===== config.mk =====
export PLATFORM = sky130hd
export DESIGN_NAME = cacheline_adapter
export DESIGN_NICKNAME = d
export VERILOG_FILES = /design/src/rtl/cacheline_adapter.sv
export SDC_FILE = /design/constraint.sdc
export NUM_CORES = 1
export LEC_CHECK = 0
export CAP_MARGIN = 40
export CORE_AREA = 2 2 287 289
export CTS_BUF_LIST = sky130_fd_sc_hd__clkbuf_2
export DETAILED_ROUTE_END_ITERATION = 6
export DIE_AREA = 0 0 289 291
export PLACE_DENSITY = 0.63
export SYNTH_ARGS = -nofsm -noshare
export SYNTH_HDL_FRONTEND = slang
export SYNTH_SLANG_ARGS = --single-unit

===== constraint.sdc =====
create_clock -name clk -period 3.85 [get_ports clk]
set_clock_uncertainty 0.1 [all_clocks]
set_input_delay 0.77 -clock clk [delete_from_list [all_inputs] [get_ports clk]]
set_output_delay 0.77 -clock clk [all_outputs]
set_load 0.02 [all_outputs]

===== src/rtl/cacheline_adapter.sv =====
// Bridges 256-bit cache-line reads/writes to a 64-bit banked memory: one read request + 4 tagged return beats, or 4 write beats.
// Latency: read resp 1 cycle after the 4th matching beat, write resp after the 4th accepted beat; bmem_ready stalls the request/beat.
module cacheline_adapter (
  input  logic         clk,
  input  logic         rst,
  input  logic [31:0]  dfp_addr,
  input  logic         dfp_read,
  input  logic         dfp_write,
  input  logic [255:0] dfp_wdata,
  output logic [255:0] dfp_rdata,
  output logic         dfp_resp,
  output logic [31:0]  bmem_addr,
  output logic         bmem_read,
  output logic         bmem_write,
  output logic [63:0]  bmem_wdata,
  input  logic         bmem_ready,
  input  logic [31:0]  bmem_raddr,
  input  logic [63:0]  bmem_rdata,
  input  logic         bmem_rvalid
);

  localparam logic [2:0] IDLE       = 3'd0;
  localparam logic [2:0] RD_REQ     = 3'd1;
  localparam logic [2:0] RD_COLLECT = 3'd2;
  localparam logic [2:0] WR_BEAT    = 3'd3;
  localparam logic [2:0] RESP       = 3'd4;

  logic [2:0]   state;
  logic [1:0]   cnt;
  logic [31:0]  addr_q;
  logic [255:0] line_q;
  logic         beat_hit;

  // Return beats are tagged; anything not addressed to our line is dropped.
  assign beat_hit = bmem_rvalid && (bmem_raddr == addr_q);

  always_ff @(posedge clk) begin
    if (rst) begin
      state     <= IDLE;
      cnt       <= 2'd0;
      addr_q    <= 32'd0;
      line_q    <= '0;
      dfp_rdata <= '0;
    end else begin
      case (state)
        IDLE: begin
          if (dfp_read) begin
            addr_q <= {dfp_addr[31:5], 5'b0};
            cnt    <= 2'd0;
            state  <= RD_REQ;
          end else if (dfp_write) begin
            addr_q <= {dfp_addr[31:5], 5'b0};
            line_q <= dfp_wdata;
            cnt    <= 2'd0;
            state  <= WR_BEAT;
          end
        end
        RD_REQ: begin
          if (bmem_ready) begin
            cnt   <= 2'd0;
            state <= RD_COLLECT;
          end
        end
        RD_COLLECT: begin
          if (beat_hit) begin
            line_q[{cnt, 6'd0} +: 64] <= bmem_rdata;
            cnt <= cnt + 2'd1;
            // Publish the whole line at once so dfp_rdata never shows a partial line.
            if (cnt == 2'd3) begin
              dfp_rdata <= {bmem_rdata, line_q[191:0]};
              state     <= RESP;
            end
          end
        end
        WR_BEAT: begin
          if (bmem_ready) begin
            cnt <= cnt + 2'd1;
            if (cnt == 2'd3) state <= RESP;
          end
        end
        RESP:    state <= IDLE;
        default: state <= IDLE;
      endcase
    end
  end

  always_comb begin
    bmem_read  = (state == RD_REQ);
    bmem_write = (state == WR_BEAT);
    bmem_addr  = (bmem_read || bmem_write) ? addr_q : 32'd0;
    bmem_wdata = bmem_write ? line_q[{cnt, 6'd0} +: 64] : 64'd0;
    dfp_resp   = (state == RESP);
  end

endmodule


# == Word-level counts from Yosys, hierarchy flattened ==
# Index checks and enable logic that the tools add are counted.
# word_totals
latch_bits,0
ram_bits,0
input_bits,390
register_bits,549
mem_count,0
mem_bits_ro,0
out_inout_bits,355
word_cells,55
# op_classes
n_reduce_logical,11
div,0
bitwise_logic,0
addsub,2
muxes,22
n_lt_le_gt_ge,0
eq_ne,12
n_shift,3
multipliers,0
# ops
cell,count
$mux W256,3
$pmux W256 S2,1
$bwmux W256,1
$shift A64 B10 Y256 const A,1
$shiftx A256 B9 Y64,1
$shiftx A64 B10 Y256,1
$mux W32,3
$mux W64,1
$eq A32 B32 Y1,1
$mux W3,6
$pmux W3 S4,1
$mux W2,5
$neg A8 Y10,1
$pmux W2 S4,1
$reduce_and A4 Y1,2
$eq A3 B2 Y1 const B,2
$ne A2 B2 Y1 const B,3
$reduce_and A5 Y1,1
$ne A2 B1 Y1 const B,2
$reduce_bool A2 Y1,2
$reduce_bool A4 Y1,1
$eq A3 B1 Y1 const B,1
$eq A3 B3 Y1 const B,1
$logic_not A3 Y1,1
other kinds (7),7

# == Depth between registers and ports, before layout ==
# logic_depth
ltp_word,5
mapped_depth,10
mapped_depth_nobuf,6

# == Worst setup path after synthesis ==
# OpenSTA, ideal clock, no wires.
# synth_timing
path_kind,reg2out
start,register cnt[0]
end,output port bmem_wdata[25]
path_slack_ps,645
t_required_ps,2980
t_arrival_ps,2335
n_path_buf,3
path_stages_with_launch,6
path_cell_list,dfxtp_1 clkbuf_1 clkbuf_1 buf_1 mux4_2 and3_1
# synth_between
elab_chain_cells,2
# synth_lines
element,line,text
from (decl),29,logic [1:0] cnt;
from (signal assigned),67,cnt <= cnt + 2'd1;
from (signal assigned),77,cnt <= cnt + 2'd1;
$shiftx A256 B9 Y64,91,"bmem_wdata = bmem_write ? line_q[{cnt, 6'd0} +: 64] : 64'd0;"
$mux W64,91,
to (decl),15,"output logic [63:0] bmem_wdata,"
# No other way between the ends.

# == Worst setup path in the final report ==
# layout_timing
start,register cnt[0]
end,output port bmem_wdata[23]
# Same word-level chain as after synthesis.

==> impl_results.md <==
* Area delta synth->final at 59.9%
* Clk slew on worst S/H paths at 0.11 ns
* Post-DP HPWL at 76700 um
* Ys async rst share at 0
* Commonest non-fill, non-tap cell in the layout: clkdlybuf4s50_1
* Top_reg_cell synth: dfxtp_1
* Clock buffer depth at 3
* CP Launch Type: register
* Met1 usage at 0.365
* Die Span Y at 291 um
* RSZ-0062 raised after global routing: yes
* Initial DRC count at 2321
* Number of I/O pins at 745
* CTS root buffer: clkbuf_2
* Final net count at 4155
* Via count at 26838
* Reg2reg end: line_q[151]
* Crit share post-route at 0.995
* Commonest non-fill, non-tap cells in the layout: clkdlybuf4s50_1 (639), dfxtp_1 (539), nand2_1 (499)
* Layout cell share with drive strength beyond 1 at 0.163
* DR vias/cell at 5.42
* HP Class: input port to register
* Max-cap violations at 0
* Number of clock sinks at 544
* Launch point of the worst hold path: dfp_wdata[31]
* Vias in the first global route at 26486
* Largest net degree at the start of global routing at 111
* WS Path Type: register to primary output
* Filler Cell Count at 7657
* Initial core utilization at 0.301
* Fin. max-slew vios at 0
* Synth Register Bits at 544
* Mean post-synth cell area at 9.04 sq um
* H-Tree Level Count at 4
* Gp weighted congestion at 0.894
* Gr busiest metal: met2
* Largest area contributor in the netlist: dfxtp_1
* CTS tree: yes
* Worst reg2reg startpoint: cnt[0]
* Leak pwr at 14.1 nW
* EDFF count, synth at 0
* DR WL/cell at 25.3 um
* Initial antenna violation count at 14
* Unique cell type count in the Yosys netlist at 52
* Grt ovf at 0
* Largest cells by area after synthesis: dfxtp_1 (45%), nand2_1 (7.7%), a22oi_1 (6.1%), mux4_2 (5.9%), a21oi_1 (4.5%)
* Pre-CTS WS at -0.0533 ns
* Residual DRC at 0
* Synthesis Warnings at 0
* Register area share after synthesis at 0.445
* R2r setup slk at 0.21 ns
* Worst Slack Setup Final at 0.0175 ns
* Fmax at 0.261 GHz
* CP startpoint: cnt[0]
* Pwr dens at 386 mW/mm^2
* Final setup fails at 0
* Maximum vdd ir drop at 0.000187 V
* Yosys top cell area share at 0.445
* Core Rows at 105
* Post-Synthesis Cells at 2707
* Worst hold slack at 0.169 ns
* Core ar. at 0.0812 sq mm
* Non-filler cells, final at 4949
* CP arrival at 2.96 ns
* Final WL at 125000 um
* Min Tclk post-route at 3.83 ns
* Met2 usage at 0.463
* Final hold vios at 0
* R2R cell count at 11
* Cell Area, Synth at 0.0245 sq mm
* Crit. End Element: primary output
* Dpl cells at 4334
* Port Buffer Count at 734
* First-pass GRT wire length at 180000 um
* TritonRoute pass-1 iters at 7
* Post-route ant nets at 0
* Die Span X at 289 um
* Hold Path Depth at 3
* Max transition margin at 0.473
* Num CTS Buffers at 150
* Total power at 15.1 mW
* Die area at 0.0841 sq mm
* Worst Path Required at 2.98 ns
* Global-route usage over all layers at 0.289
* GRT met3 Usage at 0.0654
* Skew-Pair Late Insertion Delay at 1.27 ns
* Worst Hold Path EP: line_q[31]
* Worst slew pin tran at 0.791 ns
* Worst Path Max Fanout at 7
* Outcome: completed
cell families after synthesis:
family          after synthesis  share of synthesized area
compound gates              824                      0.255
simple gates                781                      0.135
flops                       544                      0.445
buf+inv                     397                     0.0675
mux                         129                     0.0855
xor+xnor                     27                    0.00967
fa+ha+maj                     4                    0.00205
other cells                   1                   0.000153
power by group:
group	switching (mW)	internal (mW)	leakage (nW)
Sequential	0.479	6.08	4.42
Clock	2.61	1.84	1.06
Combinational	2.15	1.91	8.61
worst max-delay path, cell delays in order, from the launching register on:
cell	delay [ns]
dfxtp_4	0.38
buf_12	0.12
buf_16	0.15
buf_16	0.15
buf_12	0.11
mux4_2	0.51
and3_4	0.20
buf_6	0.12
final cells by class:
type	instances	area, sq um	area share
antenna	16	40.0	0.00102
clock buffer	230	1150	0.0294
clock inverter	24	220	0.00563
inverter	126	473	0.0121
multi-input combinational	1770	12400	0.317
sequential	544	10900	0.279
tap	1070	1340	0.0342
timing repair buffer	1169	12600	0.322
timing repair:
action	in CTS	in global routing
endpoints found under the hold margin	317	0
cloned	11	1
endpoints found under the setup margin	94	73
resized for setup	503	52
setup buffers	41	10
hold buffers	287	0
pin swaps	3	3
synthesized netlist by cell type, types with 8 or more instances:
cell,instances
dfxtp_1,544
o32ai_1,64
a221oi_1,39
mux4_2,64
a22oi_1,198
o2bb2ai_1,64
and3_1,70
o21bai_1,58
a221oi_2,20
buf_6,9
nand2_1,501
a22o_1,70
and2_1,29
nor2_1,144
clkbuf_1,207
xor2_1,20
mux2i_1,65
buf_1,8
buf_2,33
a221o_1,70
a21oi_1,222
buf_4,14
inv_1,126
per-stage QoR:
stage          setup TNS [ns]   util  cell area [sq um]
2_1_floorplan               0      -              24500
3_3_place_gp            -8.83  0.412              33500
3_5_place_dp            -1.76  0.413              33500
4_1_cts                 -7.13  0.479              38900
5_1_grt                 -6.50  0.482              39100
6_report                    0  0.482              39100
metal layers:
layer / vias to the layer above / part of all wire / routed length (um)
li1: 12037 / - / -
met1: 12920 / 0.40 / 49600
met2: 1536 / 0.46 / 58300
met3: 341 / 0.091 / 11400
met4: 4 / 0.048 / 6020
met5: - / 0.00024 / 30
sequential cells by signal, indices dropped and copies added, names as in the netlist:
name,cells
addr_q,27
cnt,2
dfp_rdata,256
line_q,256
state,3
how the worst max path moves through the flow:
| stage | depth (start not counted) | end | slack, ns |
|---|---|---|---|
| floorplan | 5 | bmem_wdata[25] | 0.65 |
| global placement | 10 | line_q[254] | -0.1 |
| detailed placement | 10 | line_q[207] | -0.05 |
| CTS | 7 | bmem_wdata[45] | -0.22 |
| global route | 7 | bmem_wdata[23] | -0.19 |
| finish | 7 | bmem_wdata[23] | 0.02 |
(Power assumes the default switching activity.)
